==> src/rtl/rv_mem.sv <==
// -----------------------------------------------------------------------------
// rv_mem -- Q103H memory stage of an RV32 pipeline.
//
// This stage issues data-memory loads and stores and packs store data into
// byte lanes. It also extracts and sign- or zero-extends load data, selects
// the writeback value, and registers the Q104H writeback stage. A two-state
// FSM (IDLE/WAIT) tracks accesses that are not acknowledged in the request
// cycle, and ready_Q103H stalls Q100H..Q103H while such an access is
// outstanding.
//
// Optional feature (compile-time macro RV_MEM_TIMEOUT_EN):
//   When the macro is defined, a watchdog aborts an access that has spent
//   TIMEOUT_CYC WAIT cycles without an ack. When it is undefined, the WAIT
//   state can last indefinitely and err_timeout_Q103H is tied to 0.
//
// Parameters
//   TIMEOUT_CYC          WAIT cycles without an ack before the watchdog aborts
//                        (used only with RV_MEM_TIMEOUT_EN)
// Ports
//   clk, rst             clock, synchronous active-high reset
//   valid_Q103H          instruction present in Q103H
//   mem_rd/mem_wr_Q103H  load / store
//   mem_size_Q103H       00 byte, 01 half, 10/11 word
//   mem_unsigned_Q103H   zero-extend load data
//   alu_out_Q103H        effective address / ALU result
//   dmem_wr_data_Q103H   store data (unaligned, low bits)
//   pc_plus4_Q103H       link value
//   sel_wb_Q103H         00 ALU, 01 MEM, 10 PC+4
//   rd_Q103H, reg_write_en_Q103H   destination register and write enable
//   dmem_*               data-memory request/response channel
//   ready_Q103H          0 stalls the upstream pipeline
//   wb_data_Q103H        combinational writeback value (forwarding source)
//   *_Q104H              registered writeback stage
//   misaligned_Q103H     misaligned access flag (access dropped)
//   err_timeout_Q103H    watchdog abort pulse
// -----------------------------------------------------------------------------
module rv_mem #(
  parameter int TIMEOUT_CYC = 16
) (
  input  logic        clk,
  input  logic        rst,
  input  logic        valid_Q103H,
  input  logic        mem_rd_Q103H,
  input  logic        mem_wr_Q103H,
  input  logic [1:0]  mem_size_Q103H,
  input  logic        mem_unsigned_Q103H,
  input  logic [31:0] alu_out_Q103H,
  input  logic [31:0] dmem_wr_data_Q103H,
  input  logic [31:0] pc_plus4_Q103H,
  input  logic [1:0]  sel_wb_Q103H,
  input  logic [4:0]  rd_Q103H,
  input  logic        reg_write_en_Q103H,
  output logic        dmem_req,
  output logic        dmem_we,
  output logic [31:0] dmem_addr,
  output logic [3:0]  dmem_be,
  output logic [31:0] dmem_wdata,
  input  logic        dmem_ack,
  input  logic [31:0] dmem_rdata,
  output logic        ready_Q103H,
  output logic [31:0] wb_data_Q103H,
  output logic [31:0] wb_data_Q104H,
  output logic [4:0]  rd_Q104H,
  output logic        reg_write_en_Q104H,
  output logic        misaligned_Q103H,
  output logic        err_timeout_Q103H
);

  typedef enum logic {
    IDLE = 1'b0,
    WAIT = 1'b1
  } state_t;

  localparam logic [1:0] SIZE_BYTE = 2'b00;
  localparam logic [1:0] SIZE_HALF = 2'b01;
  localparam logic [1:0] SEL_ALU   = 2'b00;
  localparam logic [1:0] SEL_MEM   = 2'b01;
  localparam logic [1:0] SEL_PC4   = 2'b10;

  state_t      state;
  state_t      state_nxt;

  logic [1:0]  offset;
  logic        is_mem;
  logic        aligned;
  logic        pending;
  logic        active;
  logic        timeout;

  logic [7:0]  ld_byte;
  logic [15:0] ld_half;
  logic [31:0] ld_data;

  assign offset = alu_out_Q103H[1:0];
  assign is_mem = valid_Q103H & (mem_rd_Q103H | mem_wr_Q103H);

  // ---------------------------------------------------------------------------
  // Alignment check
  // ---------------------------------------------------------------------------
  always_comb begin
    // NOTE: every variable assigned in a combinational block gets a default
    // first, so that no path through the block can infer a latch.
    aligned = 1'b1;
    case (mem_size_Q103H)
      SIZE_BYTE: aligned = 1'b1;
      SIZE_HALF: aligned = ~offset[0];
      default:   aligned = (offset == 2'b00);
    endcase
  end

  assign pending          = is_mem & aligned;
  assign misaligned_Q103H = is_mem & ~aligned;

  // An access stays live through WAIT even though the upstream inputs are held
  // stable. Reset kills it immediately, so the request drops during reset.
  assign active = ~rst & ((state == WAIT) | pending);

  // ---------------------------------------------------------------------------
  // Optional watchdog
  // ---------------------------------------------------------------------------
`ifdef RV_MEM_TIMEOUT_EN
  localparam int CNT_W = $clog2(TIMEOUT_CYC + 1);

  logic [CNT_W-1:0] to_cnt;

  // The counter holds the number of WAIT cycles already spent without an ack.
  // An ack that arrives in the same cycle as the limit still completes
  // normally.
  assign timeout = ~rst & (state == WAIT) & ~dmem_ack &
                   (to_cnt == CNT_W'(TIMEOUT_CYC));

  always_ff @(posedge clk) begin
    if (rst) begin
      to_cnt <= '0;
    end else if ((state == WAIT) && !dmem_ack && !timeout) begin
      to_cnt <= to_cnt + 1'b1;
    end else begin
      to_cnt <= '0;
    end
  end
`else
  logic unused_timeout_cfg;
  assign unused_timeout_cfg = (TIMEOUT_CYC != 0);
  assign timeout            = 1'b0;
`endif

  assign err_timeout_Q103H = timeout;

  // ---------------------------------------------------------------------------
  // FSM: state register + next state / handshake outputs
  // ---------------------------------------------------------------------------
  always_ff @(posedge clk) begin
    // NOTE: sequential state uses non-blocking assignments so that every
    // register samples pre-edge values regardless of block ordering.
    if (rst) begin
      state <= IDLE;
    end else begin
      state <= state_nxt;
    end
  end

  always_comb begin
    state_nxt   = state;
    dmem_req    = active;
    dmem_we     = active & mem_wr_Q103H;
    // A late ack with nothing outstanding is ignored: ready is already 1 then.
    ready_Q103H = ~active | dmem_ack | timeout;
    case (state)
      IDLE:    if (pending && !dmem_ack && !rst) state_nxt = WAIT;
      WAIT:    if (dmem_ack || timeout)          state_nxt = IDLE;
      default: state_nxt = IDLE;
    endcase
  end

  // ---------------------------------------------------------------------------
  // Store lane packing. Address, byte enables and data derive only from the
  // held Q103H inputs, so they stay constant across WAIT.
  // ---------------------------------------------------------------------------
  assign dmem_addr = {alu_out_Q103H[31:2], 2'b00};

  always_comb begin
    dmem_be    = 4'b1111;
    dmem_wdata = dmem_wr_data_Q103H;
    case (mem_size_Q103H)
      SIZE_BYTE: begin
        dmem_be    = 4'b0001 << offset;
        dmem_wdata = {4{dmem_wr_data_Q103H[7:0]}};
      end
      SIZE_HALF: begin
        dmem_be    = 4'b0011 << offset;
        dmem_wdata = {2{dmem_wr_data_Q103H[15:0]}};
      end
      default: ;
    endcase
  end

  // ---------------------------------------------------------------------------
  // Load lane extraction and extension
  // ---------------------------------------------------------------------------
  always_comb begin
    ld_byte = dmem_rdata[7:0];
    case (offset)
      2'b00:   ld_byte = dmem_rdata[7:0];
      2'b01:   ld_byte = dmem_rdata[15:8];
      2'b10:   ld_byte = dmem_rdata[23:16];
      default: ld_byte = dmem_rdata[31:24];
    endcase
    ld_half = offset[1] ? dmem_rdata[31:16] : dmem_rdata[15:0];

    ld_data = dmem_rdata;
    case (mem_size_Q103H)
      SIZE_BYTE: ld_data = mem_unsigned_Q103H ? {24'd0, ld_byte}
                                              : {{24{ld_byte[7]}}, ld_byte};
      SIZE_HALF: ld_data = mem_unsigned_Q103H ? {16'd0, ld_half}
                                              : {{16{ld_half[15]}}, ld_half};
      default:   ld_data = dmem_rdata;
    endcase
  end

  // ---------------------------------------------------------------------------
  // Writeback select. The MEM value is only meaningful in the ack cycle.
  // ---------------------------------------------------------------------------
  always_comb begin
    wb_data_Q103H = alu_out_Q103H;
    case (sel_wb_Q103H)
      SEL_ALU: wb_data_Q103H = alu_out_Q103H;
      SEL_MEM: wb_data_Q103H = ld_data;
      SEL_PC4: wb_data_Q103H = pc_plus4_Q103H;
      default: wb_data_Q103H = alu_out_Q103H;
    endcase
  end

  // ---------------------------------------------------------------------------
  // Q104H writeback registers: advance when Q103H retires, hold during stall
  // ---------------------------------------------------------------------------
  always_ff @(posedge clk) begin
    if (rst) begin
      wb_data_Q104H      <= '0;
      rd_Q104H           <= '0;
      reg_write_en_Q104H <= 1'b0;
    end else if (ready_Q103H) begin
      wb_data_Q104H      <= wb_data_Q103H;
      rd_Q104H           <= rd_Q103H;
      reg_write_en_Q104H <= reg_write_en_Q103H & valid_Q103H &
                            ~misaligned_Q103H & ~timeout;
    end
  end

endmodule

==> config.mk <==
export PLATFORM = sky130hd
export DESIGN_NAME = rv_mem
export DESIGN_NICKNAME = d
export VERILOG_FILES = /design/src/rtl/rv_mem.sv
export SDC_FILE = /design/constraint.sdc
export NUM_CORES = 1
export LEC_CHECK = 0
export BUFFER_PORTS_ARGS = -buffer_cell sky130_fd_sc_hd__buf_4
export CORE_AREA = 2 2 110 112
export DETAILED_ROUTE_END_ITERATION = 6
export DIE_AREA = 0 0 112 114
export GPL_TIMING_DRIVEN = 0
export PLACE_DENSITY = 0.76
export SYNTH_ARGS = -nofsm -noshare
export SYNTH_HDL_FRONTEND = slang
export SYNTH_SLANG_ARGS = --single-unit
==> constraint.sdc <==
create_clock -name clk -period 5.8 [get_ports clk]
set_clock_uncertainty 0.05 [all_clocks]
set_input_delay 1.16 -clock clk [delete_from_list [all_inputs] [get_ports clk]]
set_output_delay 1.16 -clock clk [all_outputs]
set_load 0.02 [all_outputs]
# Word level (Yosys, flattened, before mapping)
# Cells that the tools add are included.
# totals
input_bits,145
output_inout_bits,143
regBits,39
elab_cells,45
# classes
mux,12
shifts,2
bitwise_logic,16
n_reduce_logical,6
eq_ne,5
# ops
operator,n
$pmux W32 S2,3
$mux W32,2
$pmux W8 S3,1
$mux W16,1
$pmux W4 S2,1
$and A1 B1 Y1,7
$eq A2 B1 Y1 const B,3
$not A1 Y1,6
$eq A2 B2 Y1 const B,2
$logic_not A2 Y1,2
$pmux W1 S2,2
$shl A1 B2 Y4 const A,1
$shl A2 B2 Y4 const A,1
$or A1 B1 Y1,3
$logic_and A1 B1 Y1,2
$logic_not A1 Y1,2
$mux W1,2

# Longest topological paths before layout
# depth
ltp_word,7
mapped_depth,9
mapped_depth_nobuf,7

# Worst setup path before layout
# No wires, ideal clock.
# synth_path
kind,input-to-output
start,input port sel_wb_Q103H[0]
end,output port wb_data_Q103H[1]
arrival_ns,2.465
setup_slack_ns,2.125
required_time_ns,4.590
stages,7
n_path_buf,3
cell_sequence,inv_1 > ha_1 > buf_2 > buf_2 > clkbuf_1 > a221oi_1 > nor2_1
# synth_via
elab_chain_len,2
elab_cells_between_ends,3
cone_classes,2 x eq/ne; 1 x mux
# synth_lines
item,line,rtl
"start, declared",50,"input logic [1:0] sel_wb_Q103H,"
$eq A2 B2 Y1 / $eq A2 B1 Y1 (equally long branches),225,case (sel_wb_Q103H)
$pmux W32 S2 (*),225,
"end, declared",61,"output logic [31:0] wb_data_Q103H,"
# Mark *: on every way between the ends. The rest lies on a longest branch, timed or not.

# Final worst setup path
# layout_path
start,input port mem_size_Q103H[1]
end,output port wb_data_Q103H[0]
# layout_via
elab_chain_len,3
elab_cells_between_ends,4
cone_classes,1 x eq/ne; 2 x mux; 1 x reduce/logical
# layout_lines
item,line,rtl
"start, declared",45,"input logic [1:0] mem_size_Q103H,"
$eq A2 B1 Y1 / $logic_not A2 Y1 (equally long branches),211,case (mem_size_Q103H)
$pmux W32 S2 (*),211,
$pmux W32 S2 (*),225,
# Marked as above.

==> flow_metrics.env <==
export IMPL_netlist_instances=449
export IMPL_leakagePower_nw=2.87
export IMPL_r2r_end="wb_data_Q104H[18]"
export IMPL_slowest_delay_ns=0.68
export IMPL_cts_root_buf="clkbuf_16"
export IMPL_cts_tree="yes"
export IMPL_diodes=0
export IMPL_yosysMostFrequentCell="nand2_1"
export IMPL_maxCapViolCount=0
export IMPL_ir_worst_vdd_uv=111
export IMPL_grt_pass1_vias=4436
export IMPL_cp_required_ns=4.59
export IMPL_synthArstFlopShare=0
export IMPL_syn_area_um2=3450
export IMPL_period_share=0.742
export IMPL_grt_overflow=0
export IMPL_dr_pass1_iters=7
export IMPL_rr_worst_depth=5
export IMPL_dpl_cell_area_um2=5760
export IMPL_startpoint_type="input pin"
export IMPL_cts_max_level=2
export IMPL_grt_setup_unrepaired="no"
export IMPL_synth_top_area_frac=0.226
export IMPL_r2r_slack_ns=4.15
export IMPL_r2r_start="state"
export IMPL_clock_path_buffers=2
export IMPL_finalSetupViolations=0
export IMPL_place_gp_congestion=0.873
export IMPL_detail_route_antenna_nets=0
export IMPL_path_clk_slew_ns=0.06
export IMPL_grt_max_degree=14
export IMPL_ys_seq_area_frac=0.226
export IMPL_crit_chain="buf_2 > nor2_1 > a31oi_1 > a222oi_1 > inv_1 > buf_4"
export IMPL_fin_nets=887
export IMPL_cts_setup_buffers=0
export IMPL_drt_iter0_markers=349
export IMPL_synth_commonest_cells="62 x nand2_1, 42 x nor2_1, 41 x buf_4"
export IMPL_final_util=0.506
export IMPL_final_area_um2=5930
export IMPL_synth_cell_types=46
export IMPL_status="finished clean"
export IMPL_cp_endpoint="wb_data_Q103H[0]"
export IMPL_coreArea_um2=11700
export IMPL_synth_seq_cells=39
export IMPL_avgSynthCellArea_um2=7.69
export IMPL_cts_made_buffers=5
export IMPL_cp_top_family="compound AO/OA/AOI/OAI gates"
export IMPL_path_class="in -> out"
export IMPL_tightest_slew_ns=0.860
export IMPL_finalMaxSlewViolations=0
export IMPL_antenna_found_initial=0
export IMPL_cp_slowest_cell="nor2_1"
export IMPL_vias=4620
export IMPL_drive_gt1_frac=0.525
export IMPL_cts_repair_resized=0
export IMPL_drc=0
export IMPL_hold_violations=0
export IMPL_die_w_um=112
export IMPL_grt_pass1_wl_um=24500
export IMPL_wl_um=16800
export IMPL_synth_flop_cell="dfxtp_1"
export IMPL_rows=40
export IMPL_clkSinkCount=39
export IMPL_syn2layout_area_growth_pct=71.8
export IMPL_grtUsageTotal=0.246
export IMPL_ctsHoldBuffers=0
export IMPL_finalSetupTns_ns=0
export IMPL_die_area_um2=12800
export IMPL_die_y_um=114
export IMPL_synth_edf_count=0
export IMPL_post_dp_hpwl_um=14000
export IMPL_port_buffers=282
export IMPL_min_path_type="reg -> reg"
export IMPL_relSlewSlack=0.425
export IMPL_critPathBufInv=3
export IMPL_critPathArrivalTime_ns=3.10
export IMPL_fmax_ghz=0.232
export IMPL_wl_per_cell_um=18.9
export IMPL_boundaryPins=288
export IMPL_ys_warn_count=0
export IMPL_routed_via_density=5.20
export IMPL_synth_top_area_cell="dfxtp_1"
export IMPL_yosys_top_cells_area="dfxtp_1 23%, buf_4 8.9%, mux2_2 7.8%"
export IMPL_cellPowerDensity_nw_per_um2=203
export IMPL_worstPathMaxFanout=9
export IMPL_cp_end_kind="output pin"
export IMPL_period_needed_ns=4.31
export IMPL_clk_latency_ns=0.28
export IMPL_start_util=0.295
export IMPL_crit_path_start="mem_size_Q103H[1]"
export IMPL_crit_cells=6
state kept, by name, summed over array words and instances (netlist names):
| name | cells |
|---|---|
| reg_write_en_Q104H | 1 |
| state | 1 |
| wb_data_Q104H | 32 |
| rd_Q104H | 5 |
worst min-delay path, delay by kind of cell, from the launching register on:
| family | cells | cell delay (ns) |
|---|---|---|
| flops | 1 | 0.33 |
| simple gates | 1 | 0.04 |
| compound gates | 1 | 0.05 |
per-stage QoR:
step / worst slack (ns) / total power [mW] / hold WS (ns) / instances
2_1_floorplan: 2.13 / 0.609 / 0.479 / 451
3_3_place_gp: 1.54 / 0.879 / 0.387 / 880
3_5_place_dp: 1.54 / 0.885 / 0.391 / 880
4_1_cts: 1.54 / 1.21 / 0.406 / 888
5_1_grt: 1.33 / 1.26 / 0.428 / 888
6_report: 1.49 / 1.20 / 0.404 / 888
final cells by class:
cell class / instances / area [µm²]
well taps: 147 / 184
clock inverters: 3 / 43.8
multi-input cells: 324 / 2160
plain buffers: 81 / 495
flip-flops and latches: 39 / 781
inverters: 7 / 26.3
clock buffers: 5 / 125
fillers: 1196 / 5780
repair buffers: 282 / 2120
cells by family (layout without fill, tap and decap cells):
kind of cell	count (synthesis)	after routing	share of synthesized area
AOI/OAI and AO/OA	153	153	0.341
adders and majority gates	2	2	0.00725
buffers and inverters	88	378	0.151
DFF	39	39	0.226
muxes	34	34	0.109
other	1	3	0.00109
and+or+nand+nor	132	132	0.165
metal layers:
layer	vias to the layer above	global-route usage	part of all wire
li1	2191	-	-
met1	2161	0.288	0.38
met2	245	0.463	0.52
met3	23	0.0457	0.081
met4	0	0.0626	0.019
met5	-	0	0
placed cells by master (no fill, tap or decap), drive strengths merged, types with 2 or more instances in the layout:
cell and count:
a22oi 17, nor2b 2, a21oi 17, nor3b 3, clkinv 2, nand2 62, nor3 2, o221ai 16
o31a 7, a311oi 16, conb 3, mux2i 9, mux2 25, a2bb2oi 7, nand2b 14, a31oi 4
clkbuf 23, buf 345, o21a 7, o21ai 35, nor2 43, inv 7, a22o 8, o31ai 7
dfxtp 39, ha 2, a221oi 7
where the power goes:
part           switching, mW  total (mW)  internal [mW]
Sequential            0.0134       0.307          0.294
Combinational          0.310       0.573          0.263
Clock                  0.121       0.324          0.203
how the worst min path moves through the flow:
stage               cells after the start  slack (ns)               start                 end
detailed placement                      2        0.39    wb_data_Q104H[5]    wb_data_Q104H[5]
global route                            2        0.43         rd_Q104H[4]         rd_Q104H[4]
floorplan                               2        0.48  reg_write_en_Q104H  reg_write_en_Q104H
CTS                                     2        0.41    wb_data_Q104H[6]    wb_data_Q104H[6]
global placement                        2        0.39  reg_write_en_Q104H  reg_write_en_Q104H
finish                                  2        0.40         rd_Q104H[4]         rd_Q104H[4]
Power figures use the tool's default switching activity.
